[config.mk]
export PLATFORM = sky130hd
export DESIGN_NAME = neuron_cmd_ctrl
export DESIGN_NICKNAME = d
export VERILOG_FILES = /design/src/rtl/neuron_cmd_ctrl_pkg.sv /design/src/rtl/neuron_event_decode.sv /design/src/rtl/neuron_cmd_ctrl.sv
export SDC_FILE = /design/constraint.sdc
export NUM_CORES = 1
export LEC_CHECK = 0
export CORE_MARGIN = 2
export CORE_UTILIZATION = 35
export DETAILED_ROUTE_END_ITERATION = 8
export GPL_ROUTABILITY_DRIVEN = 1
export PLACE_DENSITY = 0.71
export SLEW_MARGIN = 20
export SYNTH_ARGS = -nofsm -noshare
export SYNTH_HDL_FRONTEND = slang
export SYNTH_SLANG_ARGS = --single-unit
[constraint.sdc]
create_clock -name clk -period 3.1 [get_ports clk]
set_clock_uncertainty 0.05 [all_clocks]
set_input_delay 0.775 -clock clk [delete_from_list [all_inputs] [get_ports clk]]
set_output_delay 0.775 -clock clk [all_outputs]
set_load 0.05 [all_outputs]
[src/rtl/neuron_cmd_ctrl_pkg.sv]
// rtl/neuron_cmd_ctrl_pkg.sv - shared encodings and decoded-byte type for the neuron command controller
package neuron_cmd_ctrl_pkg;

  typedef enum logic [1:0] {
    NEURON_CTRL_IDLE     = 2'd0,
    NEURON_CTRL_CLEAR    = 2'd1,
    NEURON_CTRL_DISPATCH = 2'd2
  } ctrl_state_t;

  typedef enum logic [1:0] {
    NEURON_CFG_THRESH = 2'd0,
    NEURON_CFG_LEAK   = 2'd1,
    NEURON_CFG_REFRAC = 2'd2,
    NEURON_CFG_MODE   = 2'd3
  } cfg_op_t;

  // Command addresses occupy the top of the 6-bit space, so arrays larger than 61 cannot exist.
  localparam logic [5:0] NEURON_CMD_RESET = 6'd63;
  localparam logic [5:0] NEURON_CMD_ARM   = 6'd62;
  localparam logic [5:0] NEURON_CMD_CFG   = 6'd61;

  typedef struct packed {
    logic       is_reset;
    logic       is_arm;
    logic       is_cfg;
    logic       is_event;
    logic       tick;
    logic       polarity;
    logic [5:0] addr;
    cfg_op_t    cfg_op;
    logic [3:0] cfg_arg;
  } decoded_t;

  function automatic logic [7:0] sat_inc8(input logic [7:0] v);
    return (v == 8'hFF) ? v : v + 8'd1;
  endfunction

endpackage

[src/rtl/neuron_event_decode.sv]
// rtl/neuron_event_decode.sv - splits an input byte pair into command or event fields
module neuron_event_decode
  import neuron_cmd_ctrl_pkg::*;
(
  input  logic [7:0] in_data,
  input  logic [7:0] uio_data,
  output decoded_t   dec
);

  logic unused_uio;
  assign unused_uio = ^uio_data[1:0];

  // Tick bytes are never commands, even when their addr bits match a command code.
  always_comb begin
    dec          = '0;
    dec.tick     = in_data[7];
    dec.polarity = in_data[6];
    dec.addr     = in_data[5:0];
    dec.cfg_op   = cfg_op_t'(uio_data[3:2]);
    dec.cfg_arg  = uio_data[7:4];
    dec.is_reset = !in_data[7] && (in_data[5:0] == NEURON_CMD_RESET);
    dec.is_arm   = !in_data[7] && (in_data[5:0] == NEURON_CMD_ARM);
    dec.is_cfg   = !in_data[7] && (in_data[5:0] == NEURON_CMD_CFG);
    dec.is_event = !(dec.is_reset || dec.is_arm || dec.is_cfg);
  end

endmodule

[src/rtl/neuron_cmd_ctrl.sv]
// rtl/neuron_cmd_ctrl.sv - byte-level command/event sequencer in front of the neuron array core
module neuron_cmd_ctrl
  import neuron_cmd_ctrl_pkg::*;
#(
  parameter int         NUM_NEURONS    = 32,
  parameter logic [3:0] DEFAULT_THRESH = 4'd8,
  parameter logic [3:0] DEFAULT_LEAK   = 4'd1,
  parameter logic [3:0] DEFAULT_REFRAC = 4'd2,
  parameter logic [3:0] DEFAULT_MODE   = 4'd0
) (
  input  logic       clk,
  input  logic       rst,
  input  logic       in_valid,
  output logic       in_ready,
  input  logic [7:0] in_data,
  input  logic [7:0] uio_data,
  output logic       ev_valid,
  input  logic       ev_ready,
  output logic       ev_tick,
  output logic       ev_polarity,
  output logic [5:0] ev_addr,
  output logic       clr_en,
  output logic [5:0] clr_addr,
  output logic       armed,
  output logic [3:0] cfg_thresh,
  output logic [3:0] cfg_leak,
  output logic [3:0] cfg_refrac,
  output logic [3:0] cfg_mode,
  output logic [7:0] drop_cnt,
  output logic       busy
);

  localparam logic [5:0] LAST_ADDR = 6'(NUM_NEURONS - 1);

  ctrl_state_t state, state_next;
  decoded_t    dec;
  logic        accept;
  logic        in_range;
  logic        fwd;
  logic        clr_last;

  neuron_event_decode u_decode (
    .in_data  (in_data),
    .uio_data (uio_data),
    .dec      (dec)
  );

  assign in_ready = (state == NEURON_CTRL_IDLE);
  assign busy     = (state != NEURON_CTRL_IDLE);
  assign accept   = in_valid && in_ready;
  assign in_range = ({1'b0, dec.addr} < 7'(NUM_NEURONS));
  assign fwd      = dec.is_event && armed && (dec.tick || in_range);
  assign clr_last = (clr_addr == LAST_ADDR);

  always_ff @(posedge clk) begin
    if (rst) state <= NEURON_CTRL_IDLE;
    else     state <= state_next;
  end

  always_comb begin
    state_next = state;
    case (state)
      NEURON_CTRL_IDLE: begin
        if (accept) begin
          if (dec.is_reset) state_next = NEURON_CTRL_CLEAR;
          else if (fwd)     state_next = NEURON_CTRL_DISPATCH;
        end
      end
      NEURON_CTRL_CLEAR:    if (clr_last) state_next = NEURON_CTRL_IDLE;
      NEURON_CTRL_DISPATCH: if (ev_ready) state_next = NEURON_CTRL_IDLE;
      default:              state_next = NEURON_CTRL_IDLE;
    endcase
  end

  always_ff @(posedge clk) begin
    if (rst) begin
      ev_valid    <= 1'b0;
      ev_tick     <= 1'b0;
      ev_polarity <= 1'b0;
      ev_addr     <= 6'd0;
      clr_en      <= 1'b0;
      clr_addr    <= 6'd0;
      armed       <= 1'b0;
      cfg_thresh  <= DEFAULT_THRESH;
      cfg_leak    <= DEFAULT_LEAK;
      cfg_refrac  <= DEFAULT_REFRAC;
      cfg_mode    <= DEFAULT_MODE;
      drop_cnt    <= 8'd0;
    end else begin
      case (state)
        NEURON_CTRL_IDLE: begin
          if (accept) begin
            if (dec.is_reset) begin
              // clr_en rises with the state change so address 0 is cleared on the first CLEAR cycle.
              armed      <= 1'b0;
              cfg_thresh <= DEFAULT_THRESH;
              cfg_leak   <= DEFAULT_LEAK;
              cfg_refrac <= DEFAULT_REFRAC;
              cfg_mode   <= DEFAULT_MODE;
              drop_cnt   <= 8'd0;
              clr_addr   <= 6'd0;
              clr_en     <= 1'b1;
            end else if (dec.is_arm) begin
              armed <= dec.cfg_arg[0];
            end else if (dec.is_cfg) begin
              case (dec.cfg_op)
                NEURON_CFG_THRESH: cfg_thresh <= dec.cfg_arg;
                NEURON_CFG_LEAK:   cfg_leak   <= dec.cfg_arg;
                NEURON_CFG_REFRAC: cfg_refrac <= dec.cfg_arg;
                default:           cfg_mode   <= dec.cfg_arg;
              endcase
            end else if (fwd) begin
              ev_valid    <= 1'b1;
              ev_tick     <= dec.tick;
              ev_polarity <= dec.polarity;
              ev_addr     <= dec.addr;
            end else begin
              drop_cnt <= sat_inc8(drop_cnt);
            end
          end
        end
        NEURON_CTRL_CLEAR: begin
          if (clr_last) begin
            clr_en   <= 1'b0;
            clr_addr <= 6'd0;
          end else begin
            clr_addr <= clr_addr + 6'd1;
          end
        end
        NEURON_CTRL_DISPATCH: begin
          if (ev_ready) ev_valid <= 1'b0;
        end
        default: ;
      endcase
    end
  end

endmodule

==> results by stage <==
Final layout:
- The net total in the final layout is slightly above 300.
- The repair_antennas step left the layout with diodes totalling 0.
- The proportion of layout cells with a drive suffix above 1 is approximately an eighth.
- The multi-input gate area in the final layout is approximately 1100 µm².
- The area occupied by registers is between 800 and 900 µm².
- The fill cell total of the finished layout is between 500 and 600.
- From synthesis to final layout, the design area changed by 38.0%.

Timing:
- Headroom to the max-slew limit came out at about 65%.
- Setup total negative slack on the finished layout was measured at 0 ns.
- Setup repair after global routing left no endpoint under its margin.
- The setup slack after layout is about 0.55 ns.
- Of the available clock period, the critical path in the final layout requires 82.3%.
- The maximum operating frequency is just under 400 MHz.
- Setup violations remaining at the end of the flow were counted as 0.
- The final count of hold timing violations was 0.
- The transition at the pin with the smallest max-transition slack is about 0.52 ns.
- The final count of pins violating max slew is 0.
- After layout, the minimum clock period comes to roughly 2.5 ns.

Global route:
- The first-pass GRT wire length is just under 8 mm.
- The number of global-route vias before repair is around 1.7k.
- The global-route congestion overflow total is 0.
- The initial antenna violation count is 0.
- The pin count of the biggest net entering global routing is 22.
- Global routing used between 10% and 20% of the available tracks across all layers.

Setup path:
- The data arrival time of the critical path is about 1.7 ns.
- The critical path class is flop to primary output.
- The cell with the largest stage delay on the worst path is sky130_fd_sc_hd__clkdlybuf4s50_1.
- The worst setup path is captured at a primary output.
- The cell type group with the largest total delay on the critical path is buffers and inverters.
- Data on the critical path is required at its endpoint by approximately 2.3 ns.
- The worst setup path is launched from a flop.
- The delay of the slowest critical-path stage is 0.80 ns.
- The number of buffer and inverter instances along the worst setup path is 2.
- In this run the worst path has a maximum fanout of 7.
- The critical path goes through nor2_1 -> inv_1 -> clkdlybuf4s50_1.

Place:
- The wire-length estimate of the detail-placed layout is roughly 3.5 mm.
- The global placer's final weighted congestion is slightly below 0.8.
- Before CTS, the worst setup slack after placement is ~0.34 ns.
- In this run the tool buffered the top-level ports with 60 buffer cells.

Job:
- Max-cap violations in this run came to 0.

Route:
- The detailed router finished its first iteration with slightly below 80 violations.
- The detail route stage leaves a number of antenna-violating nets equal to 0.
- The total via count in the routed design is around 1.8k.
- Dividing the detail-routed wire length by the instance count gives about 13 µm.
- Dividing the detail-routed via count by the number of cells gives slightly above 5.
- Wires add up to approximately 4.7 mm.
- The first detailed-routing pass took 4 iterations.
- For this run, design rule violations remaining after detail routing come to 0.

Clock tree:
- The total of cells resized after clock tree synthesis is 0.
- Counting every sink on the clock net gives 43.
- Clock tree synthesis selected as its root buffer the cell sky130_fd_sc_hd__clkbuf_8.
- The hold buffer count at CTS is 0.
- At the later pin of the worst-skew pair, clock insertion delay measures between 0.2 and 0.3 ns.
- Clock-pin slew was measured on the worst setup and hold paths at 0.08 ns.
- TritonCTS built the clock tree.
- The number of setup buffers added after CTS is 0.
- Buffers inserted during clock tree synthesis total 5.
- The deepest clock path buffer count is 2.
- The number of levels in the clock H-tree is 2.

Yosys:
- Of all cell types, the one taking the most synthesized area is sky130_fd_sc_hd__dfxtp_1.
- The top cell type by area accounts for between 40% and 50% of the synthesized area.
- The flip-flop and latch count after synthesis is 43.
- The total standard cell area after synthesis is just over 2000 µm².
- The Yosys step of the flow raised 0 warnings.
- Yosys mapped a number of flops with a built-in enable equal to 0.
- The most used flip-flop cell after synthesis is sky130_fd_sc_hd__dfxtp_1.
- By count the netlist is led by sky130_fd_sc_hd__dfxtp_1 (43), sky130_fd_sc_hd__nor2_1 (27), sky130_fd_sc_hd__a21oi_1 (20), sky130_fd_sc_hd__mux2i_1 (14), sky130_fd_sc_hd__nand2_1 (12).
- The post-synthesis instance total is around 220.
- The share of synthesized area occupied by flip-flops and latches is between 40% and 50%.
- The fraction of registers with async set/reset is 0%.
- The number of distinct library cell variants in the gate-level netlist after synthesis is 47.
- After synthesis, the mean cell area works out to just over 9 µm².
- The most common cell in the synthesized netlist is sky130_fd_sc_hd__dfxtp_1.
- Ranked by total cell area, the synthesized netlist is headed by sky130_fd_sc_hd__dfxtp_1 (42%), sky130_fd_sc_hd__mux2i_1 (6.9%), sky130_fd_sc_hd__nor2_1 (5.0%).
- Counting every net in the synthesized netlist gives roughly 250.

Die:
- Measured along the x axis, the die boundary spans just over 80 µm.
- The die covers roughly 6500 µm².
- In this run the vertical extent of the chip is a little over 80 µm.
- The number of I/O pins is 63.
- The area of the core region is roughly 5600 µm².
- The effective utilization at floorplan is a little under two fifths.
- Row generation in the floorplan step produced 27 rows.

Pwr:
- The net switching power figure is between 0.2 and 0.25 mW.
- The total design power is 1.02 mW.
- In this run switching power makes up 24.1% of total power.
- Sequential cells burn between 50% and 60% of the power.
- In this run, the combinational gates consume approximately a tenth of the power.
- Summed over all cells, the static leakage comes to between 1 and 1.5 nW.
- In this run the power density over the cells is roughly 360 nW/µm².
- The relative contribution of the clock network to total power is approximately a third.
- Internal power comes to 0.776 mW.
- VDD sags by at most ~230 µV.

Run status:
- The flow ran to the end, and the final reports show no timing, DRC or antenna violations.

Hold path:
- The tightest min-delay check is of the flop to flop type.
-- layout by cell type, fill, tap and decap left out, types with 8 or more instances in the layout --
master                             n
sky130_fd_sc_hd__dfxtp_1          43
sky130_fd_sc_hd__nand3_1          10
sky130_fd_sc_hd__nor2_1           27
sky130_fd_sc_hd__nand2_1          12
sky130_fd_sc_hd__clkdlybuf4s50_1  60
sky130_fd_sc_hd__nor2b_1           8
sky130_fd_sc_hd__a21oi_1          20
sky130_fd_sc_hd__inv_1             9
sky130_fd_sc_hd__o21ai_0           8
sky130_fd_sc_hd__mux2i_1          14
-- worst register-to-register path, cell delays in order (launching register included) --
cell	delay (ns)
sky130_fd_sc_hd__dfxtp_1	0.41
sky130_fd_sc_hd__ha_1	0.23
sky130_fd_sc_hd__nand4_1	0.17
sky130_fd_sc_hd__nor2_4	0.21
sky130_fd_sc_hd__nor3_2	0.08
sky130_fd_sc_hd__or3_1	0.53
sky130_fd_sc_hd__a31oi_2	0.22
-- metal layers --
layer,part of all wire (%),wire (µm),up-vias,track usage [%]
li1,-,-,923,-
met1,46,2150,866,20.1
met2,47,2230,46,25.1
met3,5.3,248,7,4.16
met4,1.6,73,0,5.59
met5,0,0,-,0
-- flip-flops by register name (all words and copies together), names as in the netlist, 2 cells and up --
register	count
drop_cnt	8
clr_addr	6
ev_addr	6
cfg_leak	4
cfg_mode	4
cfg_refrac	4
cfg_thresh	4
state	2
-- final timing paths --
kind                    start          end  slack (ns)  cells after the start
hold reg to reg       ev_tick      ev_tick        0.42                      2
setup reg to reg  drop_cnt[1]  drop_cnt[6]        1.15                      6
setup / recovery     state[0]         busy        0.55                      3
hold / removal        ev_tick      ev_tick        0.42                      2
-- power groups by stage --
stage,clock network (mW),registers [mW],logic [mW]
3_5_place_dp,0,0.572,0.102
2_1_floorplan,0,0.583,0.0459
3_3_place_gp,0,0.572,0.101
6_report,0.361,0.559,0.102
5_1_grt,0.391,0.560,0.111
4_1_cts,0.368,0.559,0.103
-- stage by stage --
stage               util (%)  instances  hold WS, ns  area [µm²]
detailed placement      49.0        353        0.412        2730
global route            50.6        360        0.442        2820
CTS                     50.6        360        0.425        2820
floorplan                  -        224        0.489        2040
global placement        49.0        353        0.396        2730
finish                  50.6        360        0.420        2820
-- logic make-up (layout without fill, tap and decap cells) --
family	count (synthesis)	after routing	synth area share [%]
adders and majority gates	2	2	1.22
muxes	15	15	7.40
DFF	43	43	42.1
xor gates and xnor gates	1	1	0.428
and+or+nand+nor	96	96	27.8
buffers and inverters	18	82	3.92
AOI/OAI and AO/OA	49	49	17.1
-- layout make-up --
cell class | count | share of cell area, %
multi-input combinational | 163 | 39.1
timing repair buffer | 66 | 22.9
inverter | 9 | 1.20
tap | 72 | 3.19
sequential | 43 | 30.5
clock buffer | 6 | 2.93
clock inverter | 1 | 0.177
Power figures use the tool's default switching activity.
